`config.mk`:
```
export PLATFORM = sky130hd
export DESIGN_NAME = pc_src_sequencer
export DESIGN_NICKNAME = d
export VERILOG_FILES = /design/src/rtl/pc_ctrl_pkg.sv /design/src/rtl/pc_src_sequencer_lat_counter.sv /design/src/rtl/pc_src_sequencer.sv
export SDC_FILE = /design/constraint.sdc
export NUM_CORES = 1
export LEC_CHECK = 0
export ABC_AREA = 1
export CAP_MARGIN = 5
export CORE_MARGIN = 4
export CORE_UTILIZATION = 43
export DETAILED_ROUTE_END_ITERATION = 10
export PLACE_DENSITY = 0.77
export REMOVE_ABC_BUFFERS = 1
export SYNTH_ARGS = -nofsm -noshare
export SYNTH_HDL_FRONTEND = slang
export SYNTH_HIERARCHICAL = 1
export SYNTH_SLANG_ARGS = --single-unit
```
`constraint.sdc`:
```
create_clock -name clk -period 2.35 [get_ports clk]
set_input_delay 0.705 -clock clk [delete_from_list [all_inputs] [get_ports clk]]
set_output_delay 0.705 -clock clk [all_outputs]
set_load 0.1 [all_outputs]
```
`src/rtl/pc_ctrl_pkg.sv`:
```
// Shared encodings for the PC-source sequencer: FSM states, request kinds,
// PC mux select codes and exception vector constants.
package pc_ctrl_pkg;

  typedef enum logic [2:0] {
    ST_IDLE     = 3'd0,
    ST_EXEC     = 3'd1,
    ST_EXC_SAVE = 3'd2,
    ST_EXC_WAIT = 3'd3,
    ST_EXC_LOAD = 3'd4
  } state_t;

  localparam logic [2:0] KIND_SEQ    = 3'b000;
  localparam logic [2:0] KIND_BRANCH = 3'b001;
  localparam logic [2:0] KIND_JUMP   = 3'b010;
  localparam logic [2:0] KIND_JR     = 3'b011;
  localparam logic [2:0] KIND_RTE    = 3'b100;
  localparam logic [2:0] KIND_EXC    = 3'b101;

  localparam logic [2:0] SEL_ALU_OUT    = 3'b000;
  localparam logic [2:0] SEL_ALU_RESULT = 3'b001;
  localparam logic [2:0] SEL_JUMP       = 3'b010;
  localparam logic [2:0] SEL_EPC        = 3'b011;
  localparam logic [2:0] SEL_MDR        = 3'b100;

  localparam logic [1:0] EXC_INVALID_OP = 2'd0;
  localparam logic [1:0] EXC_OVERFLOW   = 2'd1;
  localparam logic [1:0] EXC_DIV_ZERO   = 2'd2;
  localparam logic [1:0] EXC_RESERVED   = 2'd3;

  localparam logic [31:0] VEC_BASE_DEFAULT = 32'd253;

  // The reserved exception code shares the invalid-opcode vector.
  function automatic logic [1:0] vec_code(input logic [1:0] code);
    return (code == EXC_RESERVED) ? EXC_INVALID_OP : code;
  endfunction

endpackage

```
`src/rtl/pc_src_sequencer_lat_counter.sv`:
```
// 3-bit loadable down-counter with zero flag; times the exception vector fetch.
module lat_counter (
  input  logic       clk,
  input  logic       reset,
  input  logic       load,
  input  logic       en,
  input  logic [2:0] load_val,
  output logic       zero
);

  logic [2:0] cnt_q;
  logic [2:0] cnt_d;

  // Next count: load wins over decrement.
  always_comb begin
    cnt_d = cnt_q;
    if (load) begin
      cnt_d = load_val;
    end else if (en && (cnt_q != 3'd0)) begin
      cnt_d = cnt_q - 3'd1;
    end else begin
      cnt_d = cnt_q;
    end
  end

  // Count register.
  always_ff @(posedge clk) begin
    if (reset) begin
      cnt_q <= 3'd0;
    end else begin
      cnt_q <= cnt_d;
    end
  end

  assign zero = (cnt_q == 3'd0);

endmodule

```
`src/rtl/pc_src_sequencer.sv`:
```
// Sequences every PC update (fetch, branch, jumps, RTE) and the multi-cycle
// exception entry: save EPC, fetch handler vector, load it into PC.
module pc_src_sequencer
  import pc_ctrl_pkg::*;
#(
  parameter int          MEM_LAT  = 1,
  parameter logic [31:0] VEC_BASE = VEC_BASE_DEFAULT
) (
  input  logic        clk,
  input  logic        reset,
  input  logic        req_valid,
  input  logic [2:0]  req_kind,
  input  logic        branch_taken,
  input  logic [1:0]  exc_code,
  output logic        req_ready,
  output logic [2:0]  seletor,
  output logic        pc_write,
  output logic        epc_write,
  output logic        mem_read,
  output logic [31:0] vec_addr,
  output logic        busy,
  output logic        done
);

  localparam logic [2:0] WAIT_LOAD = 3'(MEM_LAT - 1);

  state_t      state_q, state_d;
  logic [2:0]  kind_q, kind_d;
  logic        taken_q, taken_d;
  logic [1:0]  code_q, code_d;
  logic        cnt_load, cnt_en, cnt_zero;

  logic [2:0]  seletor_q, seletor_d;
  logic        pc_write_q, pc_write_d;
  logic        epc_write_q, epc_write_d;
  logic        mem_read_q, mem_read_d;
  logic [31:0] vec_addr_q, vec_addr_d;
  logic        busy_q, busy_d;
  logic        done_q, done_d;

  lat_counter u_lat_counter (
    .clk      (clk),
    .reset    (reset),
    .load     (cnt_load),
    .en       (cnt_en),
    .load_val (WAIT_LOAD),
    .zero     (cnt_zero)
  );

  // Next-state logic and request field capture.
  always_comb begin
    state_d  = state_q;
    kind_d   = kind_q;
    taken_d  = taken_q;
    code_d   = code_q;
    cnt_load = 1'b0;
    cnt_en   = 1'b0;
    case (state_q)
      ST_IDLE: begin
        if (req_valid) begin
          kind_d  = req_kind;
          taken_d = branch_taken;
          code_d  = exc_code;
          state_d = (req_kind == KIND_EXC) ? ST_EXC_SAVE : ST_EXEC;
        end else begin
          state_d = ST_IDLE;
        end
      end
      ST_EXEC:     state_d = ST_IDLE;
      ST_EXC_SAVE: begin
        cnt_load = 1'b1;
        state_d  = ST_EXC_WAIT;
      end
      ST_EXC_WAIT: begin
        if (cnt_zero) begin
          state_d = ST_EXC_LOAD;
        end else begin
          cnt_en = 1'b1;
        end
      end
      ST_EXC_LOAD: state_d = ST_IDLE;
      default:     state_d = ST_IDLE;
    endcase
  end

  // Output decode from the upcoming state so every output leaves a flop.
  always_comb begin
    seletor_d   = SEL_ALU_RESULT;
    pc_write_d  = 1'b0;
    epc_write_d = 1'b0;
    mem_read_d  = 1'b0;
    vec_addr_d  = 32'd0;
    busy_d      = (state_d != ST_IDLE);
    done_d      = 1'b0;
    case (state_d)
      ST_EXEC: begin
        done_d = 1'b1;
        case (kind_d)
          KIND_SEQ, KIND_JR: pc_write_d = 1'b1;
          KIND_BRANCH: begin
            seletor_d  = SEL_ALU_OUT;
            pc_write_d = taken_d;
          end
          KIND_JUMP: begin
            seletor_d  = SEL_JUMP;
            pc_write_d = 1'b1;
          end
          KIND_RTE: begin
            seletor_d  = SEL_EPC;
            pc_write_d = 1'b1;
          end
          default: pc_write_d = 1'b0;
        endcase
      end
      ST_EXC_SAVE, ST_EXC_WAIT: begin
        epc_write_d = (state_d == ST_EXC_SAVE);
        mem_read_d  = 1'b1;
        vec_addr_d  = VEC_BASE + {30'd0, vec_code(code_d)};
      end
      ST_EXC_LOAD: begin
        seletor_d  = SEL_MDR;
        pc_write_d = 1'b1;
        done_d     = 1'b1;
      end
      default: seletor_d = SEL_ALU_RESULT;
    endcase
  end

  // State, latched request fields and registered outputs.
  always_ff @(posedge clk) begin
    if (reset) begin
      state_q     <= ST_IDLE;
      kind_q      <= KIND_SEQ;
      taken_q     <= 1'b0;
      code_q      <= EXC_INVALID_OP;
      seletor_q   <= SEL_ALU_RESULT;
      pc_write_q  <= 1'b0;
      epc_write_q <= 1'b0;
      mem_read_q  <= 1'b0;
      vec_addr_q  <= 32'd0;
      busy_q      <= 1'b0;
      done_q      <= 1'b0;
    end else begin
      state_q     <= state_d;
      kind_q      <= kind_d;
      taken_q     <= taken_d;
      code_q      <= code_d;
      seletor_q   <= seletor_d;
      pc_write_q  <= pc_write_d;
      epc_write_q <= epc_write_d;
      mem_read_q  <= mem_read_d;
      vec_addr_q  <= vec_addr_d;
      busy_q      <= busy_d;
      done_q      <= done_d;
    end
  end

  assign seletor   = seletor_q;
  assign pc_write  = pc_write_q;
  assign epc_write = epc_write_q;
  assign mem_read  = mem_read_q;
  assign vec_addr  = vec_addr_q;
  assign busy      = busy_q;
  assign done      = done_q;
  assign req_ready = !busy_q;

endmodule

```
==> results.toml <==
[status]
status = "finished, final reports clean"

[synthesis]
avgSynthCellArea_sq_um = 7.36
yosys_warnings = 6
ys_seq_elements = 24
synth-seq-area-share_pct = 37.5
synth_cell_type_count = 26
syn-instance-count = 174
synth_area_sq_mm = 0.00128

[grt]
antenna_found_initial = 0
grt-ovfl-total = 0
grt_pass1_wl_um = 3260
grt_pass1_vias = 808
grtUsageTotal_pct = 10.1
grt_max_degree = 13

[clocking]
cts_tree = "done"
clk_path_buf_depth = 2
post_cts_buffers = 0
clk_pin_slew_ns = 0.11
cts_hold_buf = 0
clkLatencyLatePin_ns = 0.30
cts-htree-levels = 1
cts_resized = 0
cts.sinks = 24
numCtsBuffers = 3
cts_root_buf = "clkbuf_4"

[worst_setup_path]
worstPathMaxFanout = 4
setup.worst_path.end = "vec_addr[8]"
required_ns = 2.55
r2r.worst_path.cells = 9
startpoint = "req_valid"
r2r-start = "u_lat_counter/cnt_q[0]"
cp.arrival_ns = 2.15
r2r_setup_slack_ns = 0.73
crit_type = "in2reg"
worstSetupEndpointType = "flip-flop"
reg2reg_to = "u_lat_counter/cnt_q[1]"
critPathLaunchType = "primary input"

[power_and_ir_drop]
seqPwrFrac_pct = 43.3
p_sw_share_pct = 44.2
power_frac_comb_pct = 39.9
peakVddDrop_mv = 0.281
power.switching_w = 0.000446
p_int_w = 0.000562
cellLeakagePower_nw = 0.781
clockPowerShare_pct = 16.8
p_per_area_mw_per_mm2 = 688

[timing]
finClkSkew_ns = 0.00139
setup_slack_ns = 0.398
finalSetupTns_ns = 0
final_hold_viol_count = 0
slew_headroom_pct = 54.3
slew_viol_final = 0
fin_crit_sh_pct = 83.1
finalSetupViolations = 0
rsz0062_at_grt = "no"
min_period_ns = 1.95
holdWs_ns = 0.530
worst_slew_pin_slew_ns = 0.680
max_freq_mhz = 512

[floorplanning]
ios = 50
die_x_um = 62.6
initial_core_util_pct = 45.6
num_rows = 19
fp.coreArea_sq_mm = 0.00281
die-area_sq_mm = 0.00391
die_y_um = 62.6

[placed_design]
hpwl_um = 1710
io_buffers = 26
post-place-ws_ns = 0.0647
gp_congestion = 0.834

[final_layout]
regArea_sq_um = 480
final_nets = 218
multi_input_area_sq_um = 566
drive_above_1_share_pct = 19.2
final_common_cell = "nand2_1"
fill_cells = 292
layout_common_cells = "33 x nand2_1, 26 x conb_1, 25 x inv_1"
final_util_pct = 52.2
n_antenna_cell = 0
areaGrowthSynthToFinish_pct = 14.5

[route]
drtIter0Drc = 22
vias_per_cell = 4.18
vias = 977
route.detailed.drc = 0
routedWlPerCell_um = 8.73
dr.pass1.iters = 3
ant_nets = 0
routed_wl_um = 2040

[min_path]
min_path_type = "reg2reg"
holdCritStartpoint = "code_q[0]"

[flow_run]
drv_cap = 0
==> power groups by stage <==
| stage | combinational [W] | clock (W) | sequential, W |
|---|---|---|---|
| after floorplan | 0.000255 | 0 | 0.000526 |
| after global placement | 0.000400 | 0 | 0.000445 |
| after detailed placement | 0.000402 | 0 | 0.000446 |
| after CTS | 0.000403 | 0.000179 | 0.000437 |
| after global routing | 0.000426 | 0.000195 | 0.000439 |
| final | 0.000402 | 0.000169 | 0.000436 |
==> worst min path at each step <==
stage                            to  slack, ns  cells past startpoint
after global routing      code_q[0]       0.55                      2
final                     code_q[0]       0.53                      2
after CTS                 code_q[0]       0.54                      2
after floorplan           code_q[1]       0.47                      2
after global placement    code_q[1]       0.51                      2
after detailed placement  code_q[0]       0.51                      2
==> logic make-up (layout without fill, tap and decap cells) <==
logic type                 after synthesis  count (layout)  share of synthesized area [%]
and+or+nand+nor                         77              77                           26.3
buffers and inverters                   57              61                           25.6
DFF                                     24              24                           37.5
AOI/OAI and AO/OA                       11              11                           6.35
adders and majority gates                4               4                           3.91
other                                    1              26                          0.293
==> critical path, stage by stage <==
cell	delay [ns]
clkdlybuf4s50_1	0.45
inv_1	0.05
nor2_2	0.10
nand2_2	0.08
or2_2	0.29
o21ai_2	0.08
inv_1	0.06
ha_1	0.22
nand2_1	0.07
nor2_1	0.04
==> flip-flops by register name, indices dropped and copies added (netlist names) <==
register             count
busy                     1
code_q                   2
done                     1
epc_write                1
kind_q                   3
mem_read                 1
pc_write                 1
seletor                  3
state_q                  3
taken_q                  1
u_lat_counter/cnt_q      3
vec_addr                 4
==> final cells by class <==
cell class	count	area share (%)
multi-input cells	118	38.6
flip-flops and latches	24	32.8
repair buffers	32	17.8
inverters	26	6.66
well taps	31	2.65
clock buffers	3	1.54
==> through the flow <==
| step | total power, W | cells | instance area (sq um) |
|---|---|---|---|
| 2_1_floorplan | 0.000781 | 168 | 1140 |
| 3_3_place_gp | 0.000845 | 231 | 1440 |
| 3_5_place_dp | 0.000848 | 231 | 1440 |
| 4_1_cts | 0.00102 | 234 | 1470 |
| 5_1_grt | 0.00106 | 234 | 1470 |
| 6_report | 0.00101 | 234 | 1470 |
==> cell usage after synthesis <==
library cell / number / share of area (%)
o21ai_2: 3 / 2.1
nor2_4: 1 / 0.88
nand2_2: 1 / 0.49
a21oi_4: 1 / 1.3
buf_6: 1 / 0.88
a211oi_1: 1 / 0.59
nand4_1: 1 / 0.49
or3b_1: 1 / 0.68
o21ai_0: 3 / 1.2
nor2_1: 22 / 6.5
dfxtp_1: 24 / 38
nand3_1: 10 / 3.9
ha_1: 4 / 3.9
clkbuf_1: 1 / 0.29
nand2_1: 33 / 9.7
nor3_1: 2 / 0.78
or2_2: 2 / 0.98
inv_1: 25 / 7.3
conb_1: 1 / 0.29
buf_2: 1 / 0.39
buf_4: 28 / 16
a21oi_1: 2 / 0.78
inv_2: 1 / 0.29
or2_0: 1 / 0.49
nor2_2: 3 / 1.5
a31oi_1: 1 / 0.49
==> per-layer routing <==
metal	vias to the layer above	global-route usage, %	routed length (um)
met5	-	0	0
met1	417	12.0	889
met4	0	4.13	19
met2	24	17.3	1010
met3	4	2.16	123
li1	532	-	-
Power figures use the tool's default switching activity.
==> edit 1, RTL diff (config.mk and constraints unchanged) <==
Encoding of `state_t`: now one-hot (5 bits for 5 states).
--- a/src/rtl/pc_ctrl_pkg.sv
+++ b/src/rtl/pc_ctrl_pkg.sv
@@ -2,12 +2,12 @@
 // PC mux select codes and exception vector constants.
 package pc_ctrl_pkg;
 
-  typedef enum logic [2:0] {
-    ST_IDLE     = 3'd0,
-    ST_EXEC     = 3'd1,
-    ST_EXC_SAVE = 3'd2,
-    ST_EXC_WAIT = 3'd3,
-    ST_EXC_LOAD = 3'd4
+  typedef enum logic [4:0] {
+    ST_IDLE     = 5'b00001,
+    ST_EXEC     = 5'b00010,
+    ST_EXC_SAVE = 5'b00100,
+    ST_EXC_WAIT = 5'b01000,
+    ST_EXC_LOAD = 5'b10000
   } state_t;
 
   localparam logic [2:0] KIND_SEQ    = 3'b000;
Check against the original RTL: no difference found for any inputs over 10 cycles, from zero or initial values and one cycle with reset high; not proved beyond that.
==> edit 1 against the original RTL <==
Synthesized cell count rose by 9.2%; worst setup slack improved by 0.0017 ns; core utilization fell by 0.85 points; power up 5.1%; critical path depth shrank 2; sequential share of layout area up 0.12 points; sequential cell count rose by 2; synthesized area increased by 8.4%; die area up 7.3%; clock power rose by 30%; wire length rose by 5.2%; cell area is 7.9% higher; global-route usage is 0.41 points higher; critical path type unchanged; largest power group unchanged.
==> edit 1: results (changes against the original RTL) <==
status:
  run_status: "finished, final reports clean"  # unchanged
hold_path:
  min_to: "taken_q$_SDFF_PP0_"  # was code_q[0]$_SDFF_PP0_
  worst_hold_startpoint: "taken_q$_SDFF_PP0_"  # was code_q[0]$_SDFF_PP0_
final_layout:
  layout.filler_cells: 323  # was 292
  utilization_pct: 51.4  # was 52.2%
  clk_share_pct: 2.29  # was 1.54%
  nNonClkBuffers: 27  # was 32
  largest_register_ffs: 5  # was 4
  sh_seq_area_pct: 32.9  # was 32.8%
  final-nonclk-buf-share_pct: 14.1  # was 17.8%
  layout-drive-gt1-share_pct: 19.4  # was 19.2%
  multiInputCombCellCount: 129  # was 118
yosys:
  post_synth_num_cell_types: 24  # was 26
  postSynthRegisterBits: 26  # was 24
  synth_common_cells: "41 x nand2_1, 28 x buf_4, 28 x nor2_1, 26 x dfxtp_1, 25 x inv_1"  # was 33 x nand2_1, 28 x buf_4, 25 x inv_1, 24 x dfxtp_1, 22 x nor2_1
  post_synth_main_area_contributors: "dfxtp_1 38%, buf_4 15%, nand2_1 11%, nor2_1 7.6%, inv_1 6.8%"  # was dfxtp_1 38%, buf_4 16%, nand2_1 9.7%, inv_1 7.3%, nor2_1 6.5%
  syn_avg_cell_area_sq_um: 7.30  # was 7.36 sq um
  synth.cell_area_sq_um: 1390  # was 1280 sq um
placement:
  placed_area_sq_um: 1550  # was 1440 sq um
  post-dp-hpwl_mm: 1.81  # was 1.71 mm
  pre_cts_ws_ns: 0.0515  # was 0.0647 ns
  globalplace.congestion: 0.852  # was 0.834
  place.detailed.instances: 257  # was 231
power_and_ir_drop:
  irDropWorstVdd_mv: 0.399  # was 0.281 mV
  internal-power_mw: 0.616  # was 0.562 mW
  sequentialPowerShare_pct: 44.1  # was 43.3%
  p_leak_nw: 0.831  # was 0.781 nW
  powerDensity_nw_per_um2: 670  # was 688 nW/um^2
timing:
  layout_min_cycle_time_ns: 1.95  # about the same
  worst_hold_slack_ns: 0.499  # was 0.530 ns
  max_clock_skew_ns: 0.00260  # was 0.00139 ns
critical_path:
  cp_arrival_ns: 2.22  # was 2.15 ns
  max_stage_delay_ns: 0.54  # was 0.45 ns
  worst_setup_path_endpoint: "vec_addr[1]$_SDFF_PP0_"  # was vec_addr[8]$_SDFF_PP0_
  r2r_setup_slack_ns: 0.75  # was 0.73 ns
drt:
  detail_route.vias_per_cell: 4.00  # was 4.18
  num_vias: 1045  # was 977
  drt-pass1-iter-count: 4  # was 3
  wire_per_inst_um: 8.23  # was 8.73 um
  violation_count_after_the_first_detailed_route_iteration: 25  # was 22
clock_network:
  clkTransAtPathRegs_ns: 0.13  # was 0.11 ns
grt:
  grt_pass1_wl_mm: 3.57  # was 3.26 mm
  grt_start_max_net_pins: 15  # was 13
  vias_in_the_first_global_route: 933  # was 808
-- edit 1: routing by layer --
layer | routed length (um) | part of all wire, % | GRT usage [%] | vias up
met5 | 0 | 0 | 0 | -
met4 | 0 | 0 | 1.32 | 0
met3 | 148 | 6.9 | 3.81 | 0
met2 | 1100 | 51 | 19.4 | 30
met1 | 898 | 42 | 11.6 | 453
li1 | - | - | - | 562
-- edit 1: critical path, delay by kind of cell --
family                   cells  cell delay, ns
AO/OA/AOI/OAI                1            0.16
AND/OR/NAND/NOR              3            0.36
adder cells (fa/ha/maj)      1            0.28
buffers and inverters        3            0.71
-- edit 1: cells by family (layout without fill, tap and decap cells) --
kind of cell	after synthesis	after routing	synth area share (%)
and+or+nand+nor	89	89	29.8
buffers and inverters	60	62	23.8
DFF	26	26	37.5
AOI/OAI and AO/OA	9	9	4.33
adders and majority gates	4	4	3.61
other	1	26	0.270
xor gates and xnor gates	1	1	0.631
==> edit 2, RTL diff (same flow settings) <==
Without the edit above. Reset style: asynchronous (`reset`), changed in 2 clocked blocks.
--- a/src/rtl/pc_src_sequencer_lat_counter.sv
+++ b/src/rtl/pc_src_sequencer_lat_counter.sv
@@ -24,7 +24,7 @@
   end
 
   // Count register.
-  always_ff @(posedge clk) begin
+  always_ff @(posedge clk or posedge reset) begin
     if (reset) begin
       cnt_q <= 3'd0;
     end else begin
--- a/src/rtl/pc_src_sequencer.sv
+++ b/src/rtl/pc_src_sequencer.sv
@@ -127,7 +127,7 @@
   end
 
   // State, latched request fields and registered outputs.
-  always_ff @(posedge clk) begin
+  always_ff @(posedge clk or posedge reset) begin
     if (reset) begin
       state_q     <= ST_IDLE;
       kind_q      <= KIND_SEQ;
Formal check against the unedited RTL: differs if reset is asserted again (counterexample within 4 cycles, from zero or initial values and one cycle with reset high); with reset held inactive, the same outputs for 10 cycles.
==> edit 2 against the original RTL <==
Wire length increased by 15%; cell area increased by 8.1%; die area is 6.3% higher; sequential cell count unchanged; non-clock buffer count shrank 2; synthesized area up 7.2%; core utilization shrank 0.35 points; worst hold slack worse by 0.0041 ns; worst setup slack got worse by 0.11 ns; clock skew up 0.00079 ns; count of clock-buffer cells in the layout is 1 higher; largest cell class is now sequential cells; highest routed layer unchanged.
Power is left out: the tool's default activity adds up to more than one toggle a clock period on the data nets, which glitch-free logic cannot reach.
==> edit 2: results (changes against the original RTL) <==
grt:
  grt_pass1_wl_mm: 3.81  # was 3.26 mm
  vias_in_the_first_global_route: 888  # was 808
  grt_start_max_net_pins: 22  # was 13
  global_route.usage.total_pct: 11.9  # was 10.1%
critical_path:
  timing.reg2reg.worst_path_depth: 8  # was 9
  worst_path_dominant_cell_family: "buffers and inverters"  # was simple AND/OR/NAND/NOR gates
  cp_arrival_ns: 2.27  # was 2.15 ns
  worstPathMaxFanout: 5  # was 4
  max_stage_delay_ns: 0.54  # was 0.45 ns
drt:
  met2RoutedLength_mm: 1.12  # was 1.01 mm
  violation_count_after_the_first_detailed_route_iteration: 53  # was 22
  detail_route.vias_per_cell: 4.08  # was 4.18
  met1Wirelength_um: 964  # was 889 um
  met3_wire_len_um: 231  # was 123 um
  drt-pass1-iter-count: 4  # was 3
  routed_wirelength_mm: 2.35  # was 2.04 mm
final_layout:
  final_nets: 212  # was 218
  layout.filler_cells: 300  # was 292
  layout-drive-gt1-share_pct: 19.7  # was 19.2%
  final_cell_count_no_fill: 242  # was 234
yosys:
  yosysSeqAreaShare_pct: 43.8  # was 37.5%
  post_synth_inst_count: 168  # was 174
  async_flop_share_pct: 100  # was 0%
  post_synth_num_cell_types: 23  # was 26
  synth_common_cells: "36 x nand2_1, 29 x inv_1, 28 x buf_4, 23 x dfrtp_1, 11 x nor2_1"  # was 33 x nand2_1, 28 x buf_4, 25 x inv_1, 24 x dfxtp_1, 22 x nor2_1
  synthFlopType: "dfrtp_1"  # was dfxtp_1
timing:
  max_clock_skew_ns: 0.00218  # was 0.00139 ns
hold_path:
  worst_hold_startpoint: "code_q[1]$_DFF_PP0_"  # was code_q[0]$_SDFF_PP0_
placement:
  globalplace.congestion: 0.820  # was 0.834
  post-dp-hpwl_mm: 1.90  # was 1.71 mm
  placed_area_sq_um: 1560  # was 1440 sq um
status:
  run_status: "finished, final reports clean"  # unchanged
clock_network:
  ctsResizeCount: 0  # unchanged
[edit 2: worst paths after layout]
path | slack (ns) | to
worst max-delay path | 0.29 | vec_addr[8]$_DFF_PP0_
worst min-delay path | 0.53 | code_q[1]$_DFF_PP0_
worst max register to register | 0.79 | vec_addr[8]$_DFF_PP0_
worst min register to register | 0.53 | code_q[1]$_DFF_PP0_
max in group asynchronous | 1.34 | seletor[0]$_DFF_PP1_
min in group asynchronous | 0.57 | u_lat_counter/cnt_q[1]$_DFFE_PP0P_
[edit 2: per-stage QoR]
step | util (%) | setup WS (ns)
after floorplan | - | -2.22
after global placement | 51.0 | 0.0301
after detailed placement | 51.0 | -0.0340
after CTS | 51.9 | 0.294
after global routing | 51.9 | 0.160
final | 51.9 | 0.291
[edit 2: metal layers]
layer	vias to the layer above	track usage, %
li1	505	-
met1	441	14.0
met2	38	19.8
met3	4	3.81
met4	0	5.01
met5	-	0
[edit 2: cell type report]
type                    count  area, sq um  area share, %
clock buffers               4         26.3           1.66
inverters                  32          120           7.58
multi-input cells         108          523           33.0
flip-flops and latches     24          602           38.0
well taps                  44         55.1           3.48
repair buffers             30          258           16.3
[edit 2: kinds of logic (layout without fill, tap and decap cells)]
family / Yosys count / in the layout / share of synthesized area, %
AO/OA/AOI/OAI: 11 / 11 / 5.10
adder cells (fa/ha/maj): 4 / 4 / 3.65
buffers and inverters: 61 / 66 / 24.9
flip-flops: 24 / 24 / 43.8
other: 1 / 26 / 0.273
AND/OR/NAND/NOR: 67 / 67 / 22.2
[edit 2: worst register-to-register path, delay by kind of cell (launching register included)]
kind                       cells  cell delay [ns]
AOI/OAI and AO/OA              1             0.13
adders and majority gates      1             0.23
buffers and inverters          1             0.09
DFF                            1             0.42
and+or+nand+nor                5             0.60
